**src/rtl/scan_seq_pkg.sv**
```systemverilog
// Shared types and constants for the scan sequencer.
// Used by scan_next_idx and scan_sequencer.
package scan_seq_pkg;

   typedef enum logic [1:0] {
      ST_IDLE = 2'd0,
      ST_RUN  = 2'd1,
      ST_HOLD = 2'd2
   } state_e;

   localparam int SEL_W = 3;
   localparam int LINES = 8;

   // Prescaler width for a given step divisor; never narrower than one bit.
   function automatic int calc_cnt_w(input int div);
      if (div > 1) begin
         return $clog2(div);
      end else begin
         return 1;
      end
   endfunction

endpackage

```
**src/rtl/scan_next_idx.sv**
```systemverilog
// Combinational next-index search: nearest unmasked line in the scan direction,
// with a flag for crossing the 7/0 boundary. An all-zero mask gives plain modulo-8 stepping.
module scan_next_idx
   import scan_seq_pkg::*;
(
   input  logic [SEL_W-1:0] i_sel,
   input  logic             i_dir,
   input  logic [LINES-1:0] i_mask,
   output logic [SEL_W-1:0] o_next,
   output logic             o_wrap,
   output logic             o_none
);

   localparam int IW = SEL_W + 1;

   logic          w_found;
   logic          w_hit;
   logic          w_cross;
   logic [IW-1:0] w_sum;
   logic [SEL_W-1:0] w_cand;

   // Walk distances 1..8 and keep the first unmasked candidate.
   always_comb begin
      w_found = 1'b0;
      w_hit   = 1'b0;
      w_cross = 1'b0;
      w_sum   = {IW{1'b0}};
      w_cand  = {SEL_W{1'b0}};
      o_next  = i_sel;
      o_wrap  = 1'b0;
      for (int k = 1; k <= LINES; k++) begin
         w_sum   = i_dir ? ({1'b0, i_sel} + IW'(LINES - k)) : ({1'b0, i_sel} + IW'(k));
         w_cand  = w_sum[SEL_W-1:0];
         w_cross = i_dir ? ({1'b0, i_sel} < IW'(k)) : w_sum[SEL_W];
         w_hit   = ~w_found & ~i_mask[w_cand];
         o_next  = w_hit ? w_cand : o_next;
         o_wrap  = w_hit ? w_cross : o_wrap;
         w_found = w_found | w_hit;
      end
   end

   assign o_none = &i_mask;

endmodule

```
**src/rtl/scan_sequencer.sv**
```systemverilog
// Timed 0..7 select generator feeding a 3-to-8 decoder (select + enable).
// Optional line skipping is compiled in with SCAN_SEQ_SKIP_EN.
module scan_sequencer
   import scan_seq_pkg::*;
#(
   parameter int DIV   = 10,
   parameter int CNT_W = calc_cnt_w(DIV)
) (
   input  logic             clk,
   input  logic             rst_n,
   input  logic             start,
   input  logic             stop,
   input  logic             hold,
   input  logic             dir,
   input  logic             load,
   input  logic [SEL_W-1:0] load_val,
`ifdef SCAN_SEQ_SKIP_EN
   input  logic [LINES-1:0] skip_mask,
`endif
   output logic [SEL_W-1:0] sel,
   output logic             sel_en,
   output logic             step,
   output logic             wrap,
   output logic             busy
);

   localparam logic [CNT_W-1:0] CNT_LAST = CNT_W'(DIV - 1);

   state_e           r_state,  w_state_nx;
   logic [SEL_W-1:0] r_sel,    w_sel_nx;
   logic [CNT_W-1:0] r_cnt,    w_cnt_nx;
   logic             r_step,   w_step_nx;
   logic             r_wrap,   w_wrap_nx;
   logic             r_sel_en, w_sel_en_nx;
   logic             r_busy,   w_busy_nx;
   logic [SEL_W-1:0] w_next_idx;
   logic             w_next_wrap;
   logic             w_none;
   logic [LINES-1:0] w_mask;

`ifdef SCAN_SEQ_SKIP_EN
   assign w_mask = skip_mask;
`else
   assign w_mask = {LINES{1'b0}};
`endif

   scan_next_idx u_next (
      .i_sel  (r_sel),
      .i_dir  (dir),
      .i_mask (w_mask),
      .o_next (w_next_idx),
      .o_wrap (w_next_wrap),
      .o_none (w_none)
   );

   // State, select, prescaler and registered outputs.
   always_ff @(posedge clk or negedge rst_n) begin
      if (!rst_n) begin
         r_state  <= ST_IDLE;
         r_sel    <= {SEL_W{1'b0}};
         r_cnt    <= {CNT_W{1'b0}};
         r_step   <= 1'b0;
         r_wrap   <= 1'b0;
         r_sel_en <= 1'b0;
         r_busy   <= 1'b0;
      end else begin
         r_state  <= w_state_nx;
         r_sel    <= w_sel_nx;
         r_cnt    <= w_cnt_nx;
         r_step   <= w_step_nx;
         r_wrap   <= w_wrap_nx;
         r_sel_en <= w_sel_en_nx;
         r_busy   <= w_busy_nx;
      end
   end

   // Next state with priority stop > load > start > hold > prescaler step.
   always_comb begin
      w_state_nx = r_state;
      w_sel_nx   = r_sel;
      w_cnt_nx   = r_cnt;
      w_step_nx  = 1'b0;
      w_wrap_nx  = 1'b0;
      if (stop) begin
         w_state_nx = ST_IDLE;
         w_sel_nx   = {SEL_W{1'b0}};
         w_cnt_nx   = {CNT_W{1'b0}};
      end else if (load) begin
         w_sel_nx = load_val;
         w_cnt_nx = {CNT_W{1'b0}};
         if ((r_state == ST_IDLE) && start) begin
            w_state_nx = ST_RUN;
         end else begin
            w_state_nx = r_state;
         end
      end else begin
         case (r_state)
            ST_IDLE: begin
               if (start) begin
                  w_state_nx = ST_RUN;
                  w_cnt_nx   = {CNT_W{1'b0}};
               end else begin
                  w_state_nx = ST_IDLE;
               end
            end
            // Leaving HOLD counts on the same edge so a hold costs exactly its cycle count.
            ST_RUN, ST_HOLD: begin
               if (hold) begin
                  w_state_nx = ST_HOLD;
               end else if (r_cnt == CNT_LAST) begin
                  w_state_nx = ST_RUN;
                  w_cnt_nx   = {CNT_W{1'b0}};
                  w_sel_nx   = w_none ? r_sel : w_next_idx;
                  w_step_nx  = ~w_none;
                  w_wrap_nx  = ~w_none & w_next_wrap;
               end else begin
                  w_state_nx = ST_RUN;
                  w_cnt_nx   = r_cnt + CNT_W'(1);
               end
            end
            default: begin
               w_state_nx = ST_IDLE;
               w_sel_nx   = {SEL_W{1'b0}};
               w_cnt_nx   = {CNT_W{1'b0}};
            end
         endcase
      end
      w_busy_nx   = (w_state_nx != ST_IDLE);
      w_sel_en_nx = w_busy_nx & ~w_none;
   end

   assign sel    = r_sel;
   assign sel_en = r_sel_en;
   assign step   = r_step;
   assign wrap   = r_wrap;
   assign busy   = r_busy;

endmodule

```
**config.mk**
```make
export PLATFORM = sky130hd
export DESIGN_NAME = scan_sequencer
export DESIGN_NICKNAME = d
export VERILOG_FILES = /design/src/rtl/scan_seq_pkg.sv /design/src/rtl/scan_next_idx.sv /design/src/rtl/scan_sequencer.sv
export SDC_FILE = /design/constraint.sdc
export NUM_CORES = 1
export LEC_CHECK = 0
export BUFFER_PORTS_ARGS = -buffer_cell sky130_fd_sc_hd__buf_2
export CAP_MARGIN = 0
export CORE_UTILIZATION = 30
export CTS_CLUSTER_DIAMETER = 200
export DETAILED_ROUTE_END_ITERATION = 8
export RECOVER_POWER = 100
export SYNTH_ARGS = -nofsm -noshare
export SYNTH_HDL_FRONTEND = slang
export SYNTH_SLANG_ARGS = --single-unit
```
**constraint.sdc**
```tcl
create_clock -name clk -period 1.65 [get_ports clk]
set_input_delay 0.33 -clock clk [delete_from_list [all_inputs] [get_ports clk]]
set_output_delay 0.33 -clock clk [all_outputs]
set_load 0.005 [all_outputs]
```
# Word level (Yosys, flattened, before mapping)
# Memories as Yosys holds them, arrays and structs flattened.
# Cells that the tools add are included.
totals:
  regBits: 12
  romBits: 64
  inputBits: 10
  output_inout_bits: 7
  mem_count: 8
op_classes:
  add_sub_neg: 9
  n_lt_le_gt_ge: 15
  eq_ne: 8
  n_mux: 66
  n_bitwise: 27
  reduce_logical: 6
memory_table:
  columns: ["name", "depth", "word_bits", "read_ports", "rd_clocked_by_memory_dff", "write_ports", "line", "rtl"]
  rows:
  - ["(no name shown)", 8, 1, 1, 0, 0, "scan_next_idx.sv:35", "w_hit = ~w_found & ~i_mask[w_cand];"]
  - ["(no name shown)", 8, 1, 1, 0, 0, "scan_next_idx.sv:35", null]
  - ["(no name shown)", 8, 1, 1, 0, 0, "scan_next_idx.sv:35", null]
  - ["(no name shown)", 8, 1, 1, 0, 0, "scan_next_idx.sv:35", null]
  - ["(no name shown)", 8, 1, 1, 0, 0, "scan_next_idx.sv:35", null]
  - ["(no name shown)", 8, 1, 1, 0, 0, "scan_next_idx.sv:35", null]
  - ["2 more memories", null, null, null, null, null, null, null]
op_table:
  columns: ["operator", "count"]
  rows:
  - ["$mux W4", 12]
  - ["$mux W3", 12]
  - ["$mux W1", 35]
  - ["$lt A3 B4 Y1 const B", 8]
  - ["$add A3 B3 Y4 const B", 4]
  - ["$not A1 Y1", 14]
  - ["$lt A3 B3 Y1 const B", 4]
  - ["$ne A4 B4 Y1 const B", 3]
  - ["$ne A11 B10 Y1 const B", 1]
  - ["$add A3 B2 Y4 const B", 2]
  - ["$mux W2", 4]
  - ["$pmux W4 S2", 1]
  - ["$and A1 B1 Y1", 7]
  - ["$lt A3 B2 Y1 const B", 2]
  - ["$or A1 B1 Y1", 6]
  - ["$pmux W3 S2", 1]
  - ["$add A3 B1 Y4 const B", 1]
  - ["$add A3 B4 Y4 const B", 1]
  - ["$add A4 B1 Y4 const B", 1]
  - ["$eq A4 B4 Y1 const B", 1]
  - ["$pmux W2 S2", 1]
  - ["$reduce_and A4 Y1", 1]
  - ["$lt A3 B1 Y1 const B", 1]
  - ["$ne A3 B3 Y1 const B", 1]
  - ["other kinds (7)", 7]

# Logic depth before layout (Yosys ltp)
logic_depth:
  ltp_word: 30
  depth_mapped: 6
  depth_no_buf: 6

# Hierarchy
# A second synthesis with hierarchy kept.
unflattened:
  cells_unflattened: 195
  area_unflattened_um2: 1760.4
by_module_without_submodules:
  columns: ["module", "instances", "cells_per_inst", "area_each_um2", "seq_area_each_um2"]
  rows:
  - ["scan_next_idx", 1, 126, 982.2, 0.0]
  - ["scan_sequencer", 1, 69, 778.2, 325.3]

# Worst setup path before layout
# OpenSTA, ideal clock, no wires.
synth_path:
  kind: "reg2reg"
  startpoint: "reg r_state[1]"
  endpoint: "reg r_sel[0] (netlist: sel[0])"
  setup_ns: 0.125
  arrival_time_ns: 1.719
  required_ns: 1.525
  setup_slack_ns: -0.193
  path_stages_with_launch: 7
  n_path_buf: 0
  synth_period_minus_slack_ns: 1.843
  cell_sequence: "dfrtp_1 -> inv_1 -> ha_1 -> or3b_4 -> nand2b_4 -> o31ai_2 -> mux2_2"
synth_between:
  elab_chain_len: 5
synth_rtl:
  columns: ["item", "line", "rtl"]
  rows:
  - ["from (decl)", "scan_sequencer.sv:29", "state_e r_state, w_state_nx;"]
  - ["from (signal assigned)", "scan_sequencer.sv:67", "r_state <= w_state_nx;"]
  - ["$eq A2 B1 Y1 / $eq A2 B2 Y1 (equally long branches)", "scan_sequencer.sv:97", "case (r_state)"]
  - ["$reduce_or A2 Y1", "scan_sequencer.sv:97", null]
  - ["$pmux W3 S2", "scan_sequencer.sv:97", null]
  - ["$mux W3", "scan_sequencer.sv:88", "end else if (load) begin"]
  - ["$mux W3", "scan_sequencer.sv:84", "if (stop) begin"]
  - ["to (signal assigned)", "scan_sequencer.sv:60", "r_sel <= {SEL_W{1'b0}};"]
  - ["to (signal assigned)", "scan_sequencer.sv:68", "r_sel <= w_sel_nx;"]
  - ["to (decl)", "scan_sequencer.sv:30", "logic [SEL_W-1:0] r_sel, w_sel_nx;"]
# Several ways; a longest one is shown, not always the timed one.
# A chain may end at the register's enable or synchronous reset.

# Worst setup path in the final report
layout_path:
  startpoint: "reg r_state[0]"
  endpoint: "reg r_sel[2] (netlist: sel[2])"
# Same word-level chain as after synthesis.

==> impl_metrics.toml <==
[sta]
maxSlewViolCount = 0
setup_viol = 8
whs_ps = 293.1
min_period_ps = 1781
worst_pin_slew_ps = 641.0
rsz0062_at_grt = "yes"
hold_violations = 0
clock_skew_ps = 0.5754
maxClockFrequency_mhz = 561.4
slew_headroom_pct = 57.27
layout_setup_ws_ps = -131.3
post-route-period-util_pct = 108.0

[synthesis]
yosysSeqAreaShare_pct = 40.27
ys_warn_count = 0
synth_cells = 75
mappedNetlistArea_um2 = 745.7
ys_ff_latch = 12
synth_nets = 92
synth_cell_types = 30
syn_avg_cell_area_um2 = 9.943

[setup_path]
r2r_start = "r_state[0]"
crit_end = "sel[2]"
reg2regPathDepth = 6
critPathLaunchType = "register"
crit_start = "r_state[0]"
path_class = "reg -> reg"
r2r_end = "sel[2]"
end_kind = "register"
crit_path_top_delay_cell = "or3b_4"
critPathTopFamily = "simple AND/OR/NAND/NOR gates"
max_stage_delay_ps = 390
worst-path-stages = 6
rrSetupSlack_ps = -130
worst_ep_arrival_time_ps = 1940
path_cells = "inv_2 -> ha_4 -> or3b_4 -> nand2b_4 -> o31ai_4 -> mux2_4"
cp.required_ps = 1810
crit_buf_inv = 1
path_max_fanout = 4

[placed_design]
dpl_cell_area_um2 = 938.4
placement.io_buffers = 16
place_congestion = 0.7068
place_hpwl_um = 1184

[floorplan]
initial_utilization_pct = 32.77
core_mm2 = 0.002276
die-area_mm2 = 0.002689
die_w_um = 51.86
rows = 17
die_h_um = 51.86
ios = 17

[cells_and_area]
fin_nets = 121
final_common_cell = "dfrtp_1"
final_cell_mix = "dfrtp_1, buf_2, buf_4"
fin_area_um2 = 985.9
antenna_cells = 0
syn_to_final_growth_pct = 32.21
drive_gt1_share_pct = 33.01

[pwr]
power.total_mw = 0.7357
max-vdd-ir-drop_mv = 0.4582
cellPowerDensity_mw_per_mm2 = 746.2
p_leak_nw = 0.4646

[clock_network]
cts.clk_slew.worst_paths_ps = 70
clk_latency_ps = 270
cts_buffer_depth = 2
tritoncts = "built"
numCtsBuffers = 3
cts-htree-levels = 1
root_buffer = "clkbuf_4"
cts_sinks = 12

[global_routing]
antenna_found_initial = 0
grt.total_usage_pct = 14.44
grt_pass1_wl_um = 2691
grt_max_degree = 13
overflow = 0
grt_pass1_vias = 593

[run_status]
status = "finished, violations left"
violations = "setup timing"

[route]
drt_iter0_drc = 3
wirelength_um = 1517
drc = 0
num_vias = 636
firstDrtPassIters = 2
antenna_left = 0
drt-vias-per-instance = 4.855
wl_per_cell_um = 11.58

[min_path]
hold_path_class = "in -> reg"

[run]
max_cap_viol_count = 0
-- cell type report --
class,instances,area (µm²)
repair buffers,27,153.9
fillers,222,1290
flip-flops and latches,12,300.3
multi-input cells,56,445.4
clock buffers,4,36.28
inverters,4,15.01
well taps,28,35.03
-- worst min path at each step --
| stage | startpoint | slack, ps | depth (start not counted) | end |
|---|---|---|---|---|
| finish | hold | 290 | 2 | step |
| global route | hold | 290 | 2 | step |
| CTS | hold | 290 | 2 | step |
| detailed placement | rst_n | 220 | 1 | wrap |
| global placement | rst_n | 220 | 1 | wrap |
| floorplan | rst_n | 30 | 0 | busy |
-- synthesized netlist by cell type (all sizes together) --
library cell | instances | area, µm²
dfrtp | 12 | 300.3
nand2 | 7 | 26.28
o21ai | 7 | 35.03
ha | 6 | 75.07
nor2 | 6 | 22.52
a21oi | 4 | 20.02
inv | 4 | 15.01
mux2 | 3 | 33.78
nand2b | 3 | 26.27
nand3b | 3 | 22.52
a31oi | 2 | 12.51
buf | 2 | 18.77
nor2b | 2 | 12.51
o31ai | 2 | 20.02
a211oi | 1 | 7.510
a22oi | 1 | 7.510
clkbuf | 1 | 3.750
fa | 1 | 20.02
nand3 | 1 | 5.000
nor3 | 1 | 5.000
o211ai | 1 | 12.51
o311a | 1 | 10.01
or2 | 1 | 6.260
or3b | 1 | 11.26
or4 | 1 | 7.510
xnor2 | 1 | 8.760
-- layer usage --
layer | track usage, % | up-vias | share of wire [%]
li1 | - | 323 | -
met1 | 19.01 | 298 | 50
met2 | 20.73 | 11 | 44
met3 | 3.509 | 4 | 2.7
met4 | 9.459 | 0 | 2.8
met5 | 0 | - | 0
-- worst register-to-register path, stage by stage, from the launching register on --
cell	delay, ps
dfrtp_1	380
inv_2	60
ha_4	250
or3b_4	390
nand2b_4	170
o31ai_4	90
mux2_4	330
-- power by group --
part	internal (mW)	total, mW	leakage [nW]	switching [mW]
clock network	0.134	0.230	0.0210	0.0958
logic	0.0934	0.181	0.281	0.0876
registers	0.309	0.325	0.163	0.0157
-- state kept, by name, summed over array words and instances (netlist names) --
register	count
wrap	1
r_cnt	4
busy	1
r_state	2
sel	3
step	1
-- repair_timing --
action | 4_1_cts | 5_1_grt
hold endpoints to repair | 12 | 0
setup buffers | 1 | 0
pin swaps | 1 | 0
hold buffers | 1 | 0
endpoints found under the setup margin | 8 | 8
resized for setup | 1 | 1
-- cell families (layout without fill, tap and decap cells) --
family / count (synthesis) / count (layout) / share of synthesized area [%]
and+or+nand+nor: 26 / 26 / 19.46
adders and majority gates: 7 / 7 / 12.75
buffers and inverters: 7 / 35 / 5.033
xor gates and xnor gates: 1 / 1 / 1.175
DFF: 12 / 12 / 40.27
AOI/OAI and AO/OA: 19 / 19 / 16.78
muxes: 3 / 3 / 4.530
-- per-stage QoR --
stage	setup slack [ps]	cells	setup TNS, ps	util, %
floorplan	-102.0	75	-308.8	-
global placement	-83.95	125	-378.5	41.23
detailed placement	-128.1	125	-701.1	41.23
CTS	-130.5	131	-735.1	43.60
global route	-192.5	131	-1238	43.32
finish	-131.3	131	-689.8	43.32
Note: power is estimated with default switching activity, not from simulation.
